### config.mk
export PLATFORM = sky130hd
export DESIGN_NAME = mcs4_rom_fetch_sequencer
export DESIGN_NICKNAME = d
export VERILOG_FILES = /design/src/rtl/mcs4_rom_fetch_sequencer.sv
export SDC_FILE = /design/constraint.sdc
export NUM_CORES = 1
export LEC_CHECK = 0
export CORE_UTILIZATION = 45
export CTS_CLUSTER_DIAMETER = 100
export DETAILED_ROUTE_END_ITERATION = 10
export GPL_TIMING_DRIVEN = 0
export PLACE_DENSITY = 0.84
export SYNTH_ARGS = -nofsm -noshare
export SYNTH_HDL_FRONTEND = slang
export SYNTH_SLANG_ARGS = --single-unit
### constraint.sdc
create_clock -name clk -period 5.2 [get_ports clk]
set_input_delay 1.56 -clock clk [delete_from_list [all_inputs] [get_ports clk]]
set_output_delay 1.56 -clock clk [all_outputs]
set_load 0.005 [all_outputs]
### src/rtl/mcs4_rom_fetch_sequencer.sv
// -----------------------------------------------------------------------------
// mcs4_rom_fetch_sequencer
//
// Bus master for the 4-bit MCS-4 ROM bus. A free-running 3-bit phase counter
// steps through the eight phases of an instruction cycle (A1 A2 A3 M1 M2 X1 X2
// X3), one phase per clk. From the phase it generates sync and the two clock
// enables. At the edge that ends X3 the block picks one of two fetch
// requesters (0 = CPU core, 1 = host/debug port) and latches its 12-bit
// address. During the following A1..A3 the address goes out as three nibbles.
// The ROM's two return nibbles are captured in M1 and M2, and the assembled
// byte is handed back to the granted requester in X1.
//
// Ports
//   clk        system clock, one bus phase per clk
//   rst        synchronous, active-high reset; every output reads 0 while high
//   req_valid  per-requester fetch request, held until req_ready
//   req_addr   per-requester 12-bit fetch address, stable while requesting
//   req_ready  one-clk acceptance pulse, driven during X3
//   rsp_valid  one-clk response pulse, driven during X1 of a busy cycle
//   rsp_data   fetched byte {OPR, OPA}
//   sync       high in X3
//   clken_1    high in phases A1, A3, M2, X2
//   clken_2    high in phases A2, M1, X1, X3
//   cm_rom     ROM command line, high in A3 of a busy cycle
//   phase      current phase index, A1=0 .. X3=7
//   dbus_out   nibble driven onto the ROM bus
//   dbus_in    nibble returned by the ROM bus
// -----------------------------------------------------------------------------
module mcs4_rom_fetch_sequencer #(
  parameter bit RR_ARB = 1'b1,
  parameter int ADDR_W = 12
) (
  input  logic                   clk,
  input  logic                   rst,
  input  logic [1:0]             req_valid,
  input  logic [1:0][ADDR_W-1:0] req_addr,
  output logic [1:0]             req_ready,
  output logic [1:0]             rsp_valid,
  output logic [7:0]             rsp_data,
  output logic                   sync,
  output logic                   clken_1,
  output logic                   clken_2,
  output logic                   cm_rom,
  output logic [2:0]             phase,
  output logic [3:0]             dbus_out,
  input  logic [3:0]             dbus_in
);

  typedef enum logic [2:0] {
    PH_A1 = 3'd0,
    PH_A2 = 3'd1,
    PH_A3 = 3'd2,
    PH_M1 = 3'd3,
    PH_M2 = 3'd4,
    PH_X1 = 3'd5,
    PH_X2 = 3'd6,
    PH_X3 = 3'd7
  } phase_e;

  // Sequencer state
  phase_e            phase_q;
  phase_e            phase_d;
  logic              busy_q;
  logic              gid_q;
  logic              last_q;
  logic [ADDR_W-1:0] addr_q;
  logic [3:0]        opr_q;
  logic [3:0]        opa_q;

  // Arbitration results, meaningful only in X3
  logic              grant_d;
  logic              win_d;

  // Picks the winning requester from the sampled valid bits. A lone requester
  // always wins. On a tie, round-robin favours the requester that was not
  // granted last, and fixed priority always favours requester 0.
  function automatic logic pick_winner(input logic [1:0] valid,
                                       input logic       last);
    logic w;
    w = 1'b0;
    if (valid == 2'b10) begin
      w = 1'b1;
    end else if (valid == 2'b11) begin
      w = RR_ARB ? ~last : 1'b0;
    end
    return w;
  endfunction

  // Address nibble for the current address phase of a busy cycle
  function automatic logic [3:0] addr_nibble(input phase_e            ph,
                                             input logic [ADDR_W-1:0] a);
    logic [3:0] n;
    n = 4'd0;
    case (ph)
      PH_A1:   n = a[3:0];
      PH_A2:   n = a[7:4];
      PH_A3:   n = a[11:8];
      default: n = 4'd0;
    endcase
    return n;
  endfunction

  // The phase counter never stalls, so an idle cycle still runs all 8 phases
  assign phase_d = phase_e'(phase_q + 3'd1);
  assign win_d   = pick_winner(req_valid, last_q);
  assign grant_d = (phase_q == PH_X3) && (|req_valid);

  // ---- phase / grant / capture state ----
  // Reset parks the counter on X3, so the first clk after release shows
  // sync=1 and the ROM counters step to A1 on the same edge as ours.
  // The arbiter pointer resets to 1 so requester 0 wins the first tie.
  always_ff @(posedge clk) begin
    if (rst) begin
      phase_q <= PH_X3;
      busy_q  <= 1'b0;
      gid_q   <= 1'b0;
      last_q  <= 1'b1;
      addr_q  <= '0;
      opr_q   <= 4'd0;
      opa_q   <= 4'd0;
    end else begin
      phase_q <= phase_d;
      case (phase_q)
        PH_M1: begin
          if (busy_q) begin
            opr_q <= dbus_in;
          end
        end
        PH_M2: begin
          if (busy_q) begin
            opa_q <= dbus_in;
          end
        end
        PH_X3: begin
          // busy drops here unless a new fetch is granted on the same edge,
          // which gives back-to-back fetches one response every 8 clks
          if (grant_d) begin
            busy_q <= 1'b1;
            gid_q  <= win_d;
            last_q <= win_d;
            addr_q <= req_addr[win_d];
          end else begin
            busy_q <= 1'b0;
          end
        end
        default: begin
        end
      endcase
    end
  end

  // ---- output decode ----
  // All outputs are decodes of the registered phase and grant state (plus
  // req_valid for req_ready), forced to 0 while rst is asserted.
  always_comb begin
    req_ready = 2'b00;
    rsp_valid = 2'b00;
    rsp_data  = 8'd0;
    sync      = 1'b0;
    clken_1   = 1'b0;
    clken_2   = 1'b0;
    cm_rom    = 1'b0;
    phase     = 3'd0;
    dbus_out  = 4'd0;
    if (!rst) begin
      phase    = phase_q;
      sync     = (phase_q == PH_X3);
      clken_1  = ~phase_q[0];
      clken_2  = phase_q[0];
      rsp_data = {opr_q, opa_q};
      if (grant_d) begin
        req_ready = {win_d, ~win_d};
      end
      if (busy_q) begin
        dbus_out = addr_nibble(phase_q, addr_q);
        cm_rom   = (phase_q == PH_A3);
        if (phase_q == PH_X1) begin
          rsp_valid = {gid_q, ~gid_q};
        end
      end
    end
  end

endmodule

# Word-level counts from Yosys, hierarchy flattened
# Index checks and enable logic that the tools add are counted.
[op_classes] addsub=1 order_cmp=1 n_eq_ne=8 mux=20 bitwise_logic=4 reduce_logical=6
[ops] operator="2-to-1 mux 12 bit" count=2
[ops] operator="one-hot mux 4 bit (3 select lines)" count=1
[ops] operator="2-to-1 mux 2 bit" count=5
[ops] operator="== test 3 bit (second input constant)" count=3
[ops] operator="2-to-1 mux 1 bit" count=8
[ops] operator="2-to-1 mux 4 bit" count=2
[ops] operator="2-to-1 mux 8 bit" count=1
[ops] operator="== test 3 x 2 -> 1 bit (second input constant)" count=2
[ops] operator="AND reduction 2 bit" count=3
[ops] operator="== test 2 bit (second input constant)" count=2
[ops] operator="NOT 1 bit" count=4
[ops] operator="adder 3 x 1 -> 3 bit (second input constant)" count=1
[ops] operator="== test 3 x 1 -> 1 bit (second input constant)" count=1
[ops] operator="zero test 3 bit" count=1
[ops] operator="2-to-1 mux 3 bit" count=1
[ops] operator="< comparator 1 x 2 -> 1 bit (second input constant)" count=1
[ops] operator="OR reduction 2 bit" count=1
[ops] operator="logical AND 1 bit" count=1
[word_totals] reg_bits=26

# Logic depth before layout (Yosys ltp)
[logic_depth] ltp_word=6 depth_mapped=7 depth_no_buf=6

# Worst setup path before layout
# Ideal clock, no wire load.
[synth_path] path_type="in2out" from="in rst" to="out dbus_out[0]" t_arrival_ns=2.221 required_time_ns=3.640 path_slack_ns=1.419 path_stages=4 cell_sequence="clkbuf_1 > nor3b_1 > o31ai_1 > nor2_1"
[synth_between] elab_chain_cells=1
[synth_rtl] element="from (decl)" line_no="34" text="input logic rst,"
[synth_rtl] element="2-to-1 mux 4 bit" line_no="165" text="if (!rst) begin"
[synth_rtl] element="to (decl)" line_no="45" text="output logic [3:0] dbus_out,"
# Every way passes these cells.

# Final worst setup path
[layout_path] from="in rst" to="out dbus_out[2]"
# Same word-level chain as after synthesis.

==> impl_results.md <==
- Status: finished, final reports clean
- # diodes: 0
- Sequential share of the synthesized area: just over 40%
- FF+latch count, synth: 26
- H-Tree Depth: 1
- Cell Pwr Density: 236 mW/mm^2
- Post-route clock period utilization: 96.1%
- Slowest CP cell: clkdlybuf4s50_1
- Number of DRC markers in iteration 0: 28
- Cell variety after synth: 32
- Mapped cell area: 0.00128 mm^2
- Mean Syn Cell Area: 8.78 um^2
- Buf+Inv Stages, Crit Path: 3
- Vias: around 1200
- Drt pass-1 iters: 4
- Min-Delay Endpoint: opr_q[0]$_SDFFE_PP0P_
- Worst IR Drop VDD: 0.168 mV
- Grt ovf: 0
- Leak pwr: between 0.7 and 0.8 nW
- Flop pwr share: between 50% and 60%
- Worst-path fanout max: 10
- Worst skew pair latency: between 0.3 and 0.4 ns
- CP endpoint kind: output pin
- Number of port buffers: 54
- Max_cap viols: 0
- Die ar.: slightly above 0.003 mm^2
- Filler cells: between 150 and 200
- Skew final: around 0.0019 ns
- Crit-path leading delay family: buffers and inverters
- NetSw: about 0.12 mW
- Post-Layout Cell Count: 234
- Nets@finish: between 200 and 250
- Final ANT Viol Nets: 0
- CP required: roughly 3.6 ns
- Hold depth: 2
- CP peak stage delay: 0.52 ns
- Cells along the critical path: clkdlybuf4s50_1 > clkbuf_1 > nor3b_1 > o31ai_1 > nor2_1 > clkdlybuf4s50_1
- DRC viols: 0
- CTS Buf Count: 3
- Logic pwr share: between 20% and 30%
- Worst-path clk slew: between 0.1 and 0.15 ns
- Tot GR Track Use: 20.2%
- Worst r2r src: phase_q[0]$_SDFF_PP1_
- Io pins: between 50 and 60
- CTS Hold Bufs: 0
- Startpoint Class: primary input
- Row cnt: 18
- Final hold violation count: 0
- Drt via density: between 5 and 6
- FF-to-FF End: addr_q[4]$_SDFFE_PP0P_
- Largest cells by area after synthesis: dfxtp_1 41%, ha_1 5.9%, nor2_1 5.9%
- WP data arrival: about 3.4 ns
- Share of layout cells above drive strength 1: under 10%
- Fin crit period: about 5 ns
- Root buf cell: clkbuf_4
- Synth Instances: 146
- HPWL after detailed placement: roughly 2400 um
- RSZ-0062 raised after global routing: no
- Wire per inst: 12.8 um
- Post-CTS setup buffers: 0
- CTS tree: done
- Initial antenna violation count: 0
- Final setup vio count: 0
- Clock network power share: 22.6%
- Slew HR: ~60%
- Ys Warns: 0
- Setup CP Type: primary input to output pin
- Slew Viols, Final: 0
- Cell taking the most area after synthesis: dfxtp_1
- DIE WIDTH: 55.4 um
- Yosys top cell area share: between 40% and 50%
- Reg2reg path depth: 6
- Start point of the worst hold path: opr_q[0]$_SDFFE_PP0P_
- Synth Net Count: 184
- Sw Ratio: around 28%
- Int Pwr: ~0.32 mW
- Setup TNS: 0 ns
- Largest net degree at the start of global routing: 15
- Die height: 55.4 um
- R2r setup slk: 3.34 ns
- # clock sinks: 26
- P&R area growth vs syn: 47.9%
- Most common cell on crit path: clkdlybuf4s50_1
- Initial Util: about half
- Hold crit path type: register to register
- Least-Margin Pin Slew: 0.606 ns
- Final GP Congestion: 0.807
- Resized Gates After CTS: 0
- Cell total after placement: 230
- Fmax: between 0.2 and 0.25 GHz
- First-pass GRT wire length: 4990 um
- Vias in the first global route: between 1000 and 1500
- Clock Tree Buf Depth: 2
- Core footprint: around 0.0026 mm^2
- Post-Route WL: between 2000 and 3000 um
==> cell usage in the layout (no fill, tap or decap), types with 2 or more instances in the layout <==
cell             count
clkdlybuf4s50_1     54
dfxtp_1             26
nor2_1              20
nand2_1             11
a21oi_1             11
nor2b_1              8
nor3b_1              7
a211oi_1             6
a221o_1              6
ha_1                 6
inv_1                5
clkbuf_1             5
nand3_1              5
nand2b_1             4
a222oi_1             4
mux2i_1              4
clkbuf_4             3
buf_2                2
==> cell families after synthesis <==
| logic type | synth area share (%) |
|---|---|
| and+or+nand+nor | 25.1 |
| adders and majority gates | 5.85 |
| DFF | 40.6 |
| muxes | 3.12 |
| buffers and inverters | 5.46 |
| AOI/OAI and AO/OA | 19.9 |
==> layer usage <==
layer | vias to the layer above | GRT usage (%) | part of all wire [%]
met4 | 0 | 7.50 | 0.64
met5 | - | 0 | 0
met3 | 2 | 3.28 | 6.7
li1 | 636 | - | -
met2 | 51 | 37.5 | 49
met1 | 542 | 23.0 | 43
==> power by group through the flow <==
stage	logic, mW	registers [mW]	clock network [mW]
5_1_grt	0.128	0.232	0.114
2_1_floorplan	0.0668	0.230	0
3_3_place_gp	0.114	0.233	0
4_1_cts	0.117	0.230	0.103
3_5_place_dp	0.117	0.234	0
6_report	0.117	0.230	0.101
==> sequential cells by signal (all words and copies together) (netlist names) <==
| register | flops |
|---|---|
| gid_q | 1 |
| last_q | 1 |
| opa_q | 4 |
| busy_q | 1 |
| opr_q | 4 |
| phase_q | 3 |
| addr_q | 12 |
==> stage by stage <==
stage	power [mW]	cell area, um^2	hold slack [ns]	utilization [%]	setup slack (ns)
after global placement	0.347	1860	0.441	71.8	0.255
after global routing	0.474	1900	0.487	73.2	0.0412
final	0.448	1900	0.465	73.2	0.204
after CTS	0.450	1900	0.465	73.2	0.211
after floorplan	0.297	1280	0.432	-	1.42
after detailed placement	0.351	1860	0.447	71.8	0.232
==> how the worst max path moves through the flow <==
stage | start | end | slack [ns] | cells past startpoint
2_1_floorplan | rst | dbus_out[0] | 1.42 | 4
3_3_place_gp | rst | dbus_out[2] | 0.26 | 6
3_5_place_dp | rst | dbus_out[2] | 0.23 | 6
4_1_cts | rst | dbus_out[2] | 0.21 | 6
5_1_grt | rst | dbus_out[1] | 0.04 | 6
6_report | rst | dbus_out[2] | 0.20 | 6
==> worst reg2reg max path, cell delays in order, from the launching register on <==
cell and delay (ns):
dfxtp_1 0.43, ha_1 0.20, ha_1 0.27, o21a_1 0.25
buf_2 0.26, nor3b_1 0.08, a221o_1 0.27
==> cell type report <==
| class | count | area [um^2] | area share, % |
|---|---|---|---|
| repair buffers | 54 | 541 | 28.5 |
| clock buffers | 4 | 36.3 | 1.91 |
| inverters | 6 | 22.5 | 1.19 |
| well taps | 30 | 37.5 | 1.98 |
| flip-flops and latches | 26 | 520 | 27.4 |
| multi-input cells | 105 | 692 | 36.5 |
| plain buffers | 9 | 47.5 | 2.51 |
==> synth_stat cells <==
cell and count:
nor2b_1 8, inv_1 5, a222oi_1 4, nor2_1 20, nand2b_4 1, dfxtp_1 26, ha_1 6, a21oi_1 11
buf_4 1, o32ai_1 1, a21boi_1 1, clkbuf_1 5, nor3b_1 7, o31ai_1 1, nand2_1 11, a211o_1 1
and3_1 1, or2_2 1, buf_6 1, o21ai_1 1, a21bo_1 1, mux2i_1 4, a221o_1 6, nand3_1 5
and2_1 1, buf_2 2, o21a_1 1, nor2_4 1, nand2b_1 4, a211oi_1 6, inv_2 1, nand4b_1 1
No activity file was read; power rests on OpenSTA's default activity.
